**config.mk**
```make
export PLATFORM = sky130hd
export DESIGN_NAME = regfile_seq
export DESIGN_NICKNAME = d
export VERILOG_FILES = /design/src/rtl/regfile_seq_pkg.sv /design/src/rtl/regfile_seq_reg_bank.sv /design/src/rtl/regfile_seq.sv
export SDC_FILE = /design/constraint.sdc
export NUM_CORES = 1
export LEC_CHECK = 0
export ABC_AREA = 1
export ABC_CLOCK_PERIOD_IN_PS = 2780
export CAP_MARGIN = 20
export CORE_AREA = 2 2 128 130
export DETAILED_ROUTE_END_ITERATION = 8
export DIE_AREA = 0 0 130 132
export PLACE_DENSITY_LB_ADDON = 0.25
export SYNTH_ARGS = -nofsm -noshare
export SYNTH_HDL_FRONTEND = slang
export SYNTH_SLANG_ARGS = --single-unit
```
**constraint.sdc**
```tcl
create_clock -name CLOCK -period 2.78 [get_ports CLOCK]
set_clock_uncertainty 0.05 [all_clocks]
set_input_delay 0.834 -clock CLOCK [delete_from_list [all_inputs] [get_ports CLOCK]]
set_output_delay 0.834 -clock CLOCK [all_outputs]
set_load 0.02 [all_outputs]
```
**src/rtl/regfile_seq_pkg.sv**
```systemverilog
// Shared definitions for the sequential register-file processor slice:
// default data width, opcode constants and the FSM state encoding.
package regfile_seq_pkg;

  localparam int DW_DEFAULT = 16;

  localparam logic [2:0] MV  = 3'b000;
  localparam logic [2:0] MVI = 3'b001;
  localparam logic [2:0] ADD = 3'b010;
  localparam logic [2:0] SUB = 3'b011;

  typedef enum logic [1:0] {
    T0 = 2'd0,
    T1 = 2'd1,
    T2 = 2'd2
  } state_t;

  // add/sub are the only two-step instructions
  function automatic logic is_alu(input logic [2:0] op);
    return (op == ADD) || (op == SUB);
  endfunction

endpackage

```
**src/rtl/regfile_seq_reg_bank.sv**
```systemverilog
// Seven-entry register bank R1..R7 with a flat output; address 0 has no
// storage, so writes to it are dropped.
module reg_bank
  import regfile_seq_pkg::*;
#(
  parameter int DW = DW_DEFAULT
) (
  input  logic            clk,
  input  logic            rst_n,
  input  logic            we,
  input  logic [2:0]      waddr,
  input  logic [DW-1:0]   wdata,
  output logic [7*DW-1:0] regs
);

  // Single-port write into the addressed register, async clear
  always_ff @(posedge clk or negedge rst_n) begin
    if (!rst_n) begin
      regs <= '0;
    end else if (we && (waddr != 3'd0)) begin
      regs[(int'(waddr) - 1) * DW +: DW] <= wdata;
    end
  end

endmodule

```
**src/rtl/regfile_seq.sv**
```systemverilog
// Sequential register-file datapath controller: fetches a 9-bit instruction
// on RUN, steers the external bus mux via SEL and writes results into the
// register bank (mv/mvi in one step, add/sub in two).
module regfile_seq
  import regfile_seq_pkg::*;
#(
  parameter int DW = DW_DEFAULT
) (
  input  logic            CLOCK,
  input  logic            RESETN,
  input  logic [DW-1:0]   DIN,
  input  logic            RUN,
  input  logic [DW-1:0]   BUS,
  output logic [2:0]      SEL,
  output logic [7*DW-1:0] REGS,
  output logic            DONE,
  output logic            BUSY
);

  state_t        state;
  logic [8:0]    ir;
  logic [DW-1:0] a;
  logic          we;
  logic [DW-1:0] wdata;
  logic          din_unused;

  wire [2:0] op = ir[8:6];
  wire [2:0] rx = ir[5:3];
  wire [2:0] ry = ir[2:0];

  // Upper instruction bits carry no meaning; immediates arrive via BUS
  assign din_unused = ^DIN[DW-1:9];

  // Bus-mux select decoded from state and IR only
  always_comb begin
    SEL = 3'd0;
    case (state)
      T1: begin
        if (op == MV)       SEL = ry;
        else if (is_alu(op)) SEL = rx;
        else                SEL = 3'd0;
      end
      T2:      SEL = ry;
      default: SEL = 3'd0;
    endcase
  end

  // Register-bank write request: end of T1 for moves, end of T2 for ALU ops
  always_comb begin
    we    = 1'b0;
    wdata = BUS;
    if (state == T1 && (op == MV || op == MVI)) begin
      we    = 1'b1;
      wdata = BUS;
    end else if (state == T2) begin
      we    = 1'b1;
      wdata = (op == SUB) ? (a - BUS) : (a + BUS);
    end
  end

  // Control FSM with registered DONE/BUSY; DONE is set on entry to the
  // final step so it is high during that step's cycle
  always_ff @(posedge CLOCK or negedge RESETN) begin
    if (!RESETN) begin
      state <= T0;
      ir    <= '0;
      a     <= '0;
      DONE  <= 1'b0;
      BUSY  <= 1'b0;
    end else begin
      case (state)
        T0: begin
          DONE <= 1'b0;
          if (RUN) begin
            ir    <= DIN[8:0];
            state <= T1;
            BUSY  <= 1'b1;
            DONE  <= !is_alu(DIN[8:6]);
          end
        end
        T1: begin
          if (is_alu(op)) begin
            a     <= BUS;
            state <= T2;
            DONE  <= 1'b1;
          end else begin
            state <= T0;
            BUSY  <= 1'b0;
            DONE  <= 1'b0;
          end
        end
        T2: begin
          state <= T0;
          BUSY  <= 1'b0;
          DONE  <= 1'b0;
        end
        default: begin
          state <= T0;
          BUSY  <= 1'b0;
          DONE  <= 1'b0;
        end
      endcase
    end
  end

  reg_bank #(.DW(DW)) u_bank (
    .clk   (CLOCK),
    .rst_n (RESETN),
    .we    (we),
    .waddr (rx),
    .wdata (wdata),
    .regs  (REGS)
  );

endmodule

```
# Yosys cells after proc, flatten, opt, wreduce, memory -nomap -nowiden

Cells that the tools add are included.

Add/sub/neg operators: 4
Equality and inequality tests: 9
Shift-type cells: 2
Muxes and demuxes: 18
Reduce and logical (&&, ||, !) cells: 12

Operators by type and width:

| kind                        | count |
|---|---|
| $bwmux W112                 | 1 |
| $shift A16 B33 Y112 const A | 1 |
| $shiftx A16 B33 Y112        | 1 |
| $mux W16                    | 3 |
| $neg A32 Y33                | 1 |
| $add A16 B16 Y16            | 1 |
| $sub A16 B16 Y16            | 1 |
| $eq A3 B2 Y1 const B        | 4 |
| $mux W1                     | 6 |
| $mux W3                     | 2 |
| $pmux W3 S2                 | 1 |
| $reduce_and A2 Y1           | 3 |
| $mux W2                     | 2 |
| $ne A2 B2 Y1 const B        | 2 |
| $pmux W1 S2                 | 2 |
| $pmux W2 S2                 | 1 |
| $sub A3 B1 Y4 const B       | 1 |
| $eq A3 B1 Y1 const B        | 1 |
| $logic_not A3 Y1            | 1 |
| $logic_or A1 B1 Y1          | 3 |
| $reduce_bool A3 Y1          | 1 |
| $eq A2 B1 Y1 const B        | 1 |
| $eq A2 B2 Y1 const B        | 1 |
| $logic_and A1 B1 Y1         | 2 |
| other kinds (2)             | 2 |

Register bits after elaboration: 141
Output and inout port bits: 117
Word-level logic and storage cells: 51

# Longest topological paths before layout

Depth after elaboration: 6
Gate-level depth with buffers: 24
Mapped depth without buffers: 23

# Hierarchy

From an unflattened synthesis, not the netlist that was laid out.

Cells, all modules: 917
Area, all modules: 7303.3 µm²

Modules (own cells, without submodules):

| module      | times used | cells an instance | area an instance (µm²) | sequential area each (µm²) |
|---|---|---|---|---|
| reg_bank    | 1          | 520               | 4626.9                 | 2802.7 |
| regfile_seq | 1          | 397               | 2676.3                 | 725.7 |

# Worst setup path after synthesis

OpenSTA, ideal clock, no wires.

Path type: input-to-reg
From: input BUS[0]
To: register u_bank.regs[26]
Library setup time: 0.078 ns
Arrival time: 2.957 ns
Slack: -0.305 ns
Cell stages on the path: 17
Buffers on the path: 0
Path through: inv_1 ha_1 nand4_1 nor2_1 a21oi_1 xor2_1 ha_1 nand2_1 nor2_1 nand3_1 nand3b_1 nor2_1 o21ai_0 nand2_1 nor2_1 nand2_1 a21oi_1

Longest elaborated chain between the ends: 6
Elaborated cells between the ends (all ways): 7
Classes of those cells: add/sub (2); shift (1); mux (4)

Ends and longest elaborated chain:

| what                                                 | line                       | source |
|---|---|---|
| from (decl)                                          | regfile_seq.sv:13          | `input logic [DW-1:0] BUS,` |
| $add A16 B16 Y16 or $sub A16 B16 Y16 (tied branches) | regfile_seq.sv:57          | `wdata = (op == SUB) ? (a - BUS) : (a + BUS);` |
| $mux W16                                             | regfile_seq.sv:57          |  |
| $mux W16                                             | regfile_seq.sv:55          | `end else if (state == T2) begin` |
| $mux W16 (*)                                         | regfile_seq.sv:52          | `if (state == T1 && (op == MV \|\| op == MVI)) begin` |
| $shiftx A16 B33 Y112 (*)                             | regfile_seq_reg_bank.sv:21 | `regs[(int'(waddr) - 1) * DW +: DW] <= wdata;` |
| $bwmux W112 (*)                                      | regfile_seq_reg_bank.sv:21 |  |
| to (signal, indexed assignment)                      | regfile_seq_reg_bank.sv:21 |  |
| to (decl)                                            | regfile_seq_reg_bank.sv:13 | `output logic [7*DW-1:0] regs` |

Mark *: on every way between the ends. The rest lies on a longest branch, timed or not.
A chain may end at the register's enable or synchronous reset.

# Worst setup path in the final report

From: input BUS[8]
To: register u_bank.regs[46]

Same word-level chain as after synthesis.

==> metrics <==
Hold Path Class=in -> async; max_cap viols=0; min setup slack post-route=-0.478 ns; max layer used=met4; Comb pwr share=62.3%; Layout Nets=1261; Worst Path Class, Setup=in -> reg; R2R Path Start=ir[8]; grt total ovfl=0; CP startpoint kind=primary input; DRT met1 WL=10200 um; endpoint type of the worst setup path=flop; Non-Filler Instances=1426; die height=132 um; initial antenna violation count=0; CTS tree=done; DP Worst Slack=-1.24 ns; Tot GR Track Use=27.1%; placed cell count=1354; Final setup viols=65; post-synth top area share=48.0%; first-pass GRT wire length=36200 um; Post-Route WL=24300 um; DR vias/cell=5.27; sequential share of power=22.4%; First-pass DRT Iterations=6; share of layout cells above drive strength 1=32.5%; power per cell area=1390 nW/um2; Die W=130 um; Starting Density=46.7%; Syn-to-layout area delta=57.4%; Final min period=3.26 ns; Post-DRT Antenna Nets=0; CTS Hold Buffers Added=0; Worst EP arrival=3.57 ns; Post-route DRC=0; launch point of the critical path=BUS[8]; Fin Hold WS=0.286 ns; Reg clk slew, reported paths=0.06 ns; core area=15700 um2; drt initial violations=655; crit path max fanout=5; max-slew violations=0; Post-synth EDFFs=0; worst vdd ir=0.698 mV; WL met3=1690 um; antenna diode count=0; fillers=1126; vias in the first global route=7075; setup tns final=-14.28 ns; Hold Fails Final Rpt=0; asr flop ratio synth=100%; routed wl met2=11700 um; Synth area leader=dfrtp_1; Netlist Area Pre-Place=7340 um2; pin count of the biggest net entering global routing=68; Switch Pwr=7250 uW; failing checks=setup timing; actual slew at the worst max-slew pin=0.670 ns; Worst-Skew Late Latency=0.43 ns; # clock sinks=141; Req. time, crit path=3.09 ns; LEAKAGE=0.00547 uW; Tcrit/Tclk final=117%; dpl hpwl=16400 um; die area=17200 um2; H-tree depth=4; Syn Inst Count=930; Fmax=0.307 GHz; CTS max path bufs=2; most common cell in the synthesized netlist=nand2_1; unrepaired setup endpoints after global routing=true; Synth area leaders=dfrtp_1, nand2_1, nor2_1, o21ai_0, ha_1; register area=3530 um2; gpl congestion=0.976; routed via count=7515; root buffer cell=clkbuf_16; Num CTS Buffers=17; clock power share=15.3%; Commonest cells post-synth=nand2_1, dfrtp_1, nor2_1; Post-synth top flop=dfrtp_1; internal power=8870 uW; slew margin rel.=55.3%; switching portion of total power=45.0%; IO Port Bufs=144; status=finished with violations; drt wl/cell=17.0 um; row cnt=46; sequential area share after synthesis=48.0%; Post-Syn Area per Cell=7.90 um2; multi-input logic area=4180 um2; io pins=152; Seq cells post-synth=141; yosys warns=0; Post-Syn Nets=994; Yosys cell types=37
[sequential cells by signal, indices dropped and copies added (netlist names)]
name         flops
u_bank.regs    112
a               16
ir               9
state            2
BUSY             1
DONE             1
[stage by stage]
step	util, %	instance area [um2]	total power (uW)
5_1_grt	73.6	11600	17100
2_1_floorplan	-	7510	8180
4_1_cts	70.2	11000	15100
6_report	73.6	11600	16100
3_5_place_dp	62.4	9800	11700
3_3_place_gp	62.4	9800	11500
[worst max-delay path: stages]
cell and delay, ns:
dlygate4sd2_1 0.26, nor2_2 0.14, nand2_2 0.11, inv_2 0.08, nand2_1 0.06, nand2_1 0.09, o21ai_1 0.08, xor2_1 0.15
ha_1 0.38, buf_4 0.17, nand3_1 0.10, nand2_1 0.09, a21oi_2 0.14, nand2_1 0.10, nand2_1 0.07, nand2_1 0.07
nand2_2 0.10, nand4_1 0.16, nor2_2 0.17, nor2_1 0.05, nor2_1 0.13
[routing by layer]
metal / up-vias / global-route usage (%)
met2: 335 / 43.4
li1: 3521 / -
met3: 60 / 4.46
met1: 3599 / 37.4
met4: 0 / 9.02
met5: - / 0
[repair_timing]
item                       in CTS  in global routing
pin swaps                      57                 50
setup endpoints to repair     110                111
gates resized for setup       175                128
gates cloned                    0                  4
buffers inserted               16                 21
[power groups by stage]
stage | sequential, uW | clock [uW] | combinational [uW]
2_1_floorplan | 4380 | 0 | 3810
3_3_place_gp | 3590 | 0 | 7960
3_5_place_dp | 3600 | 0 | 8090
4_1_cts | 3600 | 2490 | 9060
5_1_grt | 3720 | 2580 | 10800
6_report | 3620 | 2460 | 10000
[worst paths after layout]
| kind | endpoint | slack, ns | cells past startpoint |
|---|---|---|---|
| setup reg to reg | u_bank.regs[46] | -0.34 | 19 |
| hold / removal | u_bank.regs[86] | 0.29 | 1 |
| hold reg to reg | u_bank.regs[64] | 0.42 | 2 |
| min in group CLOCK | u_bank.regs[64] | 0.42 | 2 |
| setup / recovery | u_bank.regs[46] | -0.48 | 21 |
| max in group asynchronous | u_bank.regs[74] | 1.66 | 2 |
[placed cells by master (no fill, tap or decap), types with 19 or more instances in the layout]
master,netlist,layout
nor2_4,2,21
clkdlybuf4s50_1,0,129
dfrtp_1,141,141
o21ai_0,76,45
inv_1,91,73
o21ai_2,5,20
a21oi_2,1,19
nand2_1,291,237
o21ai_1,14,28
buf_4,1,120
nand2_2,2,43
nor2_1,106,73
[cell type report]
class | count | share of cell area, %
clock inverter | 15 | 1.82
sequential | 141 | 30.5
tap | 216 | 2.34
timing repair inverter | 4 | 0.227
clock buffer | 17 | 3.68
inverter | 101 | 3.70
multi-input combinational | 654 | 36.2
timing repair buffer | 278 | 21.6
[cell families (layout without fill, tap and decap cells)]
kind of cell / after synthesis / in the layout / share of synthesized area (%)
mux: 5 / 5 / 0.767
buf+inv: 135 / 415 / 7.39
compound gates: 145 / 145 / 10.8
flops: 141 / 141 / 48.0
xor+xnor: 21 / 21 / 2.50
fa+ha+maj: 29 / 29 / 5.04
simple gates: 454 / 454 / 25.4
Power figures use the tool's default switching activity.
